[config.mk]
export PLATFORM = sky130hd
export DESIGN_NAME = hssi_lane_reset_seq
export DESIGN_NICKNAME = d
export VERILOG_FILES = /design/src/rtl/hssi_lane_reset_seq.sv
export SDC_FILE = /design/constraint.sdc
export NUM_CORES = 1
export LEC_CHECK = 0
export CAP_MARGIN = 0
export CORE_ASPECT_RATIO = 0.8
export CORE_UTILIZATION = 35
export DETAILED_ROUTE_END_ITERATION = 7
export PLACE_DENSITY = 0.57
export SLEW_MARGIN = 20
export SYNTH_ARGS = -nofsm -noshare
export SYNTH_HDL_FRONTEND = slang
export SYNTH_SLANG_ARGS = --single-unit
export TNS_END_PERCENT = 20
[constraint.sdc]
create_clock -name clk -period 7 [get_ports clk]
set_clock_uncertainty 0.2 [all_clocks]
set_input_delay 2.1 -clock clk [delete_from_list [all_inputs] [get_ports clk]]
set_output_delay 2.1 -clock clk [all_outputs]
set_load 0.03 [all_outputs]
[src/rtl/hssi_lane_reset_seq.sv]
// hssi_lane_reset_seq: AFU-side bring-up and reset sequencer for HSSI lanes.
// Handshakes GBS init with the FIU, sequences TX then RX analog/digital resets
// against calibration and lock status, reports link_up, recovers the RX path
// on loss of lock and escalates repeated timeouts to fatal_err.
// Optional feature macro: HSSI_RST_SEQ_STATS_EN adds the lol_cnt and
// retry_total statistics outputs.
module hssi_lane_reset_seq #(
    parameter int NUM_LN      = 4,
    parameter int ANA_RST_CYC = 256,
    parameter int DIG_RST_CYC = 64,
    parameter int STABLE_CYC  = 1024,
    parameter int TIMEOUT_CYC = 2**20,
    parameter int MAX_RETRY   = 3
) (
    input  logic              clk,
    input  logic              rst_n,
    input  logic              req_start,
    output logic              init_start,
    input  logic              init_done,
    input  logic              tx_cal_busy,
    input  logic              tx_pll_locked,
    input  logic              rx_cal_busy,
    input  logic [NUM_LN-1:0] rx_is_lockedtodata,
    output logic [NUM_LN-1:0] tx_analogreset,
    output logic [NUM_LN-1:0] tx_digitalreset,
    output logic [NUM_LN-1:0] rx_analogreset,
    output logic [NUM_LN-1:0] rx_digitalreset,
    output logic [NUM_LN-1:0] rx_set_locktoref,
    output logic [NUM_LN-1:0] rx_set_locktodata,
    output logic              link_up,
    output logic              fatal_err,
    output logic [3:0]        state_dbg
`ifdef HSSI_RST_SEQ_STATS_EN
    ,
    output logic [15:0]       lol_cnt,
    output logic [7:0]        retry_total
`endif
);

    localparam logic [3:0] S_IDLE    = 4'd0;
    localparam logic [3:0] S_INIT    = 4'd1;
    localparam logic [3:0] S_TX_ANA  = 4'd2;
    localparam logic [3:0] S_TX_WAIT = 4'd3;
    localparam logic [3:0] S_TX_DIG  = 4'd4;
    localparam logic [3:0] S_RX_ANA  = 4'd5;
    localparam logic [3:0] S_RX_WAIT = 4'd6;
    localparam logic [3:0] S_RX_LOCK = 4'd7;
    localparam logic [3:0] S_RX_DIG  = 4'd8;
    localparam logic [3:0] S_DONE    = 4'd9;
    localparam logic [3:0] S_FAIL    = 4'd10;

    // One counter width covers every hold, stability and timeout count.
    localparam int MAX_A   = (TIMEOUT_CYC > STABLE_CYC) ? TIMEOUT_CYC : STABLE_CYC;
    localparam int MAX_B   = (ANA_RST_CYC > DIG_RST_CYC) ? ANA_RST_CYC : DIG_RST_CYC;
    localparam int MAX_CYC = (MAX_A > MAX_B) ? MAX_A : MAX_B;
    localparam int CNT_W   = $clog2(MAX_CYC + 1);
    localparam int RTY_W   = (MAX_RETRY < 1) ? 1 : $clog2(MAX_RETRY + 1);

    localparam logic [CNT_W-1:0] ANA_LAST    = CNT_W'(ANA_RST_CYC - 1);
    localparam logic [CNT_W-1:0] DIG_LAST    = CNT_W'(DIG_RST_CYC - 1);
    localparam logic [CNT_W-1:0] STABLE_LAST = CNT_W'(STABLE_CYC - 1);
    localparam logic [CNT_W-1:0] TMO_LAST    = CNT_W'(TIMEOUT_CYC - 1);
    localparam logic [CNT_W-1:0] CNT_SAT     = '1;
    localparam logic [RTY_W-1:0] RTY_MAX     = RTY_W'(MAX_RETRY);

    logic [3:0]        r_state;
    logic [3:0]        w_next;
    logic [CNT_W-1:0]  r_cnt;
    logic [CNT_W-1:0]  r_stable;
    logic [RTY_W-1:0]  r_retry;
    logic [NUM_LN+3:0] r_meta;
    logic [NUM_LN+3:0] r_sync;
    logic              w_init_done_s;
    logic              w_tx_cal_busy_s;
    logic              w_tx_pll_locked_s;
    logic              w_rx_cal_busy_s;
    logic              w_all_locked;
    logic              w_tmo;
    logic              w_timeout_ev;
    logic              w_lol_ev;

    logic              r_init_start, w_init_start;
    logic              r_link_up, w_link_up;
    logic              r_fatal_err, w_fatal_err;
    logic [NUM_LN-1:0] r_tx_ana, w_tx_ana;
    logic [NUM_LN-1:0] r_tx_dig, w_tx_dig;
    logic [NUM_LN-1:0] r_rx_ana, w_rx_ana;
    logic [NUM_LN-1:0] r_rx_dig, w_rx_dig;

    // Two-flop synchronizer for every FIU status input.
    always_ff @(posedge clk) begin
        if (!rst_n) begin
            r_meta <= '0;
            r_sync <= '0;
        end else begin
            r_meta <= {init_done, tx_cal_busy, tx_pll_locked, rx_cal_busy, rx_is_lockedtodata};
            r_sync <= r_meta;
        end
    end

    assign w_init_done_s     = r_sync[NUM_LN+3];
    assign w_tx_cal_busy_s   = r_sync[NUM_LN+2];
    assign w_tx_pll_locked_s = r_sync[NUM_LN+1];
    assign w_rx_cal_busy_s   = r_sync[NUM_LN];
    assign w_all_locked      = &r_sync[NUM_LN-1:0];
    assign w_tmo             = (r_cnt == TMO_LAST);

    // Next-state logic; exit conditions beat timeouts, req_start=0 beats everything.
    always_comb begin
        w_next       = r_state;
        w_timeout_ev = 1'b0;
        w_lol_ev     = 1'b0;
        case (r_state)
            S_IDLE:    w_next = S_INIT;
            S_INIT:    if (w_init_done_s) w_next = S_TX_ANA;
                       else if (w_tmo) w_timeout_ev = 1'b1;
            S_TX_ANA:  if (r_cnt == ANA_LAST) w_next = S_TX_WAIT;
            S_TX_WAIT: if (!w_tx_cal_busy_s && w_tx_pll_locked_s) w_next = S_TX_DIG;
                       else if (w_tmo) w_timeout_ev = 1'b1;
            S_TX_DIG:  if (r_cnt == DIG_LAST) w_next = S_RX_ANA;
            S_RX_ANA:  if (r_cnt == ANA_LAST) w_next = S_RX_WAIT;
            S_RX_WAIT: if (!w_rx_cal_busy_s) w_next = S_RX_LOCK;
                       else if (w_tmo) w_timeout_ev = 1'b1;
            S_RX_LOCK: if (w_all_locked && (r_stable == STABLE_LAST)) w_next = S_RX_DIG;
                       else if (w_tmo) w_timeout_ev = 1'b1;
            S_RX_DIG:  if (r_cnt == DIG_LAST) w_next = S_DONE;
            S_DONE:    if (!w_all_locked) begin
                           w_next   = S_RX_ANA;
                           w_lol_ev = 1'b1;
                       end
            S_FAIL:    w_next = S_FAIL;
            default:   w_next = S_IDLE;
        endcase
        if (w_timeout_ev) begin
            w_next = (r_retry < RTY_MAX) ? S_TX_ANA : S_FAIL;
        end
        if (!req_start) begin
            w_next       = S_IDLE;
            w_timeout_ev = 1'b0;
            w_lol_ev     = 1'b0;
        end
    end

    // Output decode of the next state so registered outputs line up with r_state.
    always_comb begin
        w_init_start = 1'b0;
        w_link_up    = 1'b0;
        w_fatal_err  = 1'b0;
        w_tx_ana     = '1;
        w_tx_dig     = '1;
        w_rx_ana     = '1;
        w_rx_dig     = '1;
        case (w_next)
            S_INIT:                       w_init_start = 1'b1;
            S_TX_WAIT, S_TX_DIG:          w_tx_ana = '0;
            S_RX_ANA: begin
                w_tx_ana = '0;
                w_tx_dig = '0;
            end
            S_RX_WAIT, S_RX_LOCK, S_RX_DIG: begin
                w_tx_ana = '0;
                w_tx_dig = '0;
                w_rx_ana = '0;
            end
            S_DONE: begin
                w_tx_ana  = '0;
                w_tx_dig  = '0;
                w_rx_ana  = '0;
                w_rx_dig  = '0;
                w_link_up = 1'b1;
            end
            S_FAIL:                       w_fatal_err = 1'b1;
            default:                      w_init_start = 1'b0;
        endcase
    end

    // State, counters, retry budget and registered outputs.
    always_ff @(posedge clk) begin
        if (!rst_n) begin
            r_state      <= S_IDLE;
            r_cnt        <= '0;
            r_stable     <= '0;
            r_retry      <= '0;
            r_init_start <= 1'b0;
            r_link_up    <= 1'b0;
            r_fatal_err  <= 1'b0;
            r_tx_ana     <= '1;
            r_tx_dig     <= '1;
            r_rx_ana     <= '1;
            r_rx_dig     <= '1;
        end else begin
            r_state <= w_next;
            // Counter restarts on every state entry and saturates otherwise.
            if (w_next != r_state) r_cnt <= '0;
            else if (r_cnt != CNT_SAT) r_cnt <= r_cnt + 1'b1;
            // Consecutive all-lanes-locked cycles, only meaningful in RX_LOCK.
            if (r_state != S_RX_LOCK || !w_all_locked) r_stable <= '0;
            else if (r_stable != CNT_SAT) r_stable <= r_stable + 1'b1;
            // A fresh start from IDLE also gets the full retry budget back.
            if (r_state == S_DONE || r_state == S_IDLE) r_retry <= '0;
            else if (w_timeout_ev && (r_retry < RTY_MAX)) r_retry <= r_retry + 1'b1;
            r_init_start <= w_init_start;
            r_link_up    <= w_link_up;
            r_fatal_err  <= w_fatal_err;
            r_tx_ana     <= w_tx_ana;
            r_tx_dig     <= w_tx_dig;
            r_rx_ana     <= w_rx_ana;
            r_rx_dig     <= w_rx_dig;
        end
    end

    assign init_start        = r_init_start;
    assign link_up           = r_link_up;
    assign fatal_err         = r_fatal_err;
    assign tx_analogreset    = r_tx_ana;
    assign tx_digitalreset   = r_tx_dig;
    assign rx_analogreset    = r_rx_ana;
    assign rx_digitalreset   = r_rx_dig;
    assign rx_set_locktoref  = '0;
    assign rx_set_locktodata = '0;
    assign state_dbg         = r_state;

`ifdef HSSI_RST_SEQ_STATS_EN
    logic [15:0] r_lol_cnt;
    logic [7:0]  r_retry_total;

    // Saturating event statistics, cleared only by rst_n.
    always_ff @(posedge clk) begin
        if (!rst_n) begin
            r_lol_cnt     <= '0;
            r_retry_total <= '0;
        end else begin
            if (w_lol_ev && (r_lol_cnt != 16'hFFFF)) r_lol_cnt <= r_lol_cnt + 16'd1;
            if (w_timeout_ev && (r_retry_total != 8'hFF)) r_retry_total <= r_retry_total + 8'd1;
        end
    end

    assign lol_cnt     = r_lol_cnt;
    assign retry_total = r_retry_total;
`endif

endmodule

==> impl_metrics.env <==
export IMPL_clockBufferDepth=2
export IMPL_synthDistinctLibCells=61
export IMPL_cts_tree="built"
export IMPL_synth_common_cells="71 x dfxtp_1, 43 x nor2_1, 29 x nand2_1, 29 x nor3_1, 20 x buf_4"
export IMPL_clkPwrFrac_pct=54.1
export IMPL_diodes=0
export IMPL_synth_area_top_cells="dfxtp_1 39%, xor2_1 4.6%, nor2_1 4.4%"
export IMPL_hpwl_um=5000
export IMPL_finalSetupViolations=0
export IMPL_ys_warnings_count=0
export IMPL_fp_dieH_um=93.4
export IMPL_rows=32
export IMPL_finalCriticalPeriod_ns=4.36
export IMPL_grt_pass1_wl_um=12600
export IMPL_synthToLayoutAreaGrowth_pct=16.6
export IMPL_drt_iter0_drc=121
export IMPL_path_cells="clkdlybuf4s50_1, inv_1, o31a_1, o22a_1, a2111oi_4, o211ai_2, nor3_1"
export IMPL_path_max_fanout=21
export IMPL_nFillCells=966
export IMPL_dieWidth_um=116
export IMPL_synthesis_area_sq_mm=0.00365
export IMPL_clkLatencyLatePin_ns=0.33
export IMPL_cts_max_level=3
export IMPL_ant_nets=0
export IMPL_cpPeakStageDelay_ns=0.52
export IMPL_fin_crit_sh_pct=62.3
export IMPL_start_kind="input port"
export IMPL_post_cts_resized=0
export IMPL_port_buffer_count=33
export IMPL_power_leakage_nw=1.45
export IMPL_track_usage_pct=14.6
export IMPL_power_density_mw_per_mm2=233
export IMPL_maxCapViolCount=0
export IMPL_wirelength_um=7210
export IMPL_cp_data_required_time_ns=7.04
export IMPL_seq_area_frac_synth_pct=38.9
export IMPL_antenna_found_initial=0
export IMPL_synth_most_common_cell="dfxtp_1"
export IMPL_cp_end_kind="flip-flop"
export IMPL_power_switching_w=0.000213
export IMPL_drc=0
export IMPL_setup_tns_ns=0
export IMPL_critPathKind="in -> reg"
export IMPL_synth_top_cell_area_share_pct=38.9
export IMPL_drtPass1Iterations=4
export IMPL_switching_share_pct=21.5
export IMPL_syn_inst=414
export IMPL_post_cts_buffers=0
export IMPL_wl_per_cell_um=12.7
export IMPL_grt_max_degree=24
export IMPL_hold_worst_slack_ns=0.233
export IMPL_numCtsBuffers=9
export IMPL_slew_headroom_pct=36.0
export IMPL_finalMaxSlewViolations=0
export IMPL_hold_class="reg -> reg"
export IMPL_yosysTopAreaCell="dfxtp_1"
export IMPL_place_gp_congestion=0.792
export IMPL_synth_seq_cells=71
export IMPL_initial_core_util_pct=37.0
export IMPL_grt_overflow_total=0
export IMPL_critPathSlowestCell="clkdlybuf4s50_1"
export IMPL_synth_edff_count=0
export IMPL_cts_sinks=71
export IMPL_drive_above_1_share_pct=7.19
export IMPL_hold_buffers=0
export IMPL_post_drt_via_cell_ratio=5.02
export IMPL_status="finished clean"
export IMPL_max_freq_mhz=229
export IMPL_power_frac_seq_pct=41.8
export IMPL_ir_drop_v=0.000119
export IMPL_root_buffer="clkbuf_16"
export IMPL_io_pin_count=42
export IMPL_synthArstFlopShare_pct=0
export IMPL_vias=2844
export IMPL_arrival_ns=4.40
export IMPL_dieArea_sq_mm=0.0109
export IMPL_ys_flop_type="dfxtp_1"
export IMPL_p_int_w=0.000779
export IMPL_avgSynthCellArea_sq_um=8.83
export IMPL_hold_viol=0
export IMPL_comb_power_share_pct=4.1
export IMPL_nets=440
export IMPL_max_slew_worst_pin_slew_ns=0.958
export IMPL_fp_coreArea_sq_mm=0.00989
export IMPL_grt_pass1_vias=2541
export IMPL_clk_pin_slew_ns=0.06
export IMPL_rsz0062_at_grt="false"
[power groups by stage]
stage	sequential [W]	clock [W]	combinational (W)
2_1_floorplan	0.000423	0	0.0000373
3_3_place_gp	0.000424	0	0.0000405
3_5_place_dp	0.000424	0	0.0000408
4_1_cts	0.000415	0.000548	0.0000409
5_1_grt	0.000415	0.000573	0.0000442
6_report	0.000415	0.000537	0.0000407
[final cells by class]
class                           count  area [sq um]  area share (%)
Sequential cell                    71          1420            33.4
Tap cell                          136           170            3.99
Clock buffer                        9           225            5.28
Clock inverter                      7           128            2.99
Timing Repair Buffer               33           330            7.75
Multi-Input combinational cell    303          1960            45.9
Inverter                            8          30.0           0.705
[sequential cells by signal (all words and copies together), names as in the netlist, 2 cells and up]
signal     count
state_dbg      4
r_retry        2
r_stable      21
r_meta         8
r_sync         8
r_cnt         21
[logic make-up after synthesis]
kind of cell | synth area share (%)
XOR/XNOR | 8.90
buffers and inverters | 8.28
flip-flops | 38.9
adder cells (fa/ha/maj) | 1.03
multiplexers | 1.37
other | 0.103
AND/OR/NAND/NOR | 31.8
AO/OA/AOI/OAI | 9.62
[layout by cell type, fill, tap and decap left out, drive strengths merged, types with 6 or more instances in the layout]
cell type,count
clkdlybuf4s50,33
nand4,16
and2,20
a21oi,8
nand3,20
and3,6
conb,8
inv,11
dfxtp,71
nor4,11
nand2,29
and4,8
clkbuf,9
nor2,43
xnor2,16
xor2,19
nor3,30
o21ai,11
[critical path: cells and delay by family]
kind | cells | cell delay, ns
AND/OR/NAND/NOR | 1 | 0.31
AO/OA/AOI/OAI | 4 | 1.32
buffers and inverters | 2 | 0.65
[stage by stage]
step | setup WS (ns) | power, W | area (sq um) | utilization (%) | instances
floorplan | 3.25 | 0.000460 | 3680 | - | 421
global placement | 2.36 | 0.000464 | 3910 | 39.5 | 551
detailed placement | 2.29 | 0.000464 | 3910 | 39.5 | 551
CTS | 2.64 | 0.00100 | 4260 | 43.1 | 567
global route | 2.53 | 0.00103 | 4260 | 43.1 | 567
finish | 2.64 | 0.000993 | 4260 | 43.1 | 567
[layer usage]
metal  wire (um)  global-route usage [%]  vias up
met4          87                    5.13        0
li1            -                       -     1467
met3         255                    3.43        9
met1        3880                    20.9     1308
met2        2990                    21.1       60
met5           0                       0        -
[final timing paths]
| kind | endpoint | start | slack, ns | depth (start not counted) |
|---|---|---|---|---|
| setup reg to reg | r_cnt[6] | state_dbg[0] | 3.65 | 7 |
| setup / recovery | r_cnt[6] | req_start | 2.64 | 7 |
| hold reg to reg | r_sync[0] | r_meta[0] | 0.23 | 1 |
| hold / removal | r_sync[0] | r_meta[0] | 0.23 | 1 |
(Power assumes the default switching activity.)
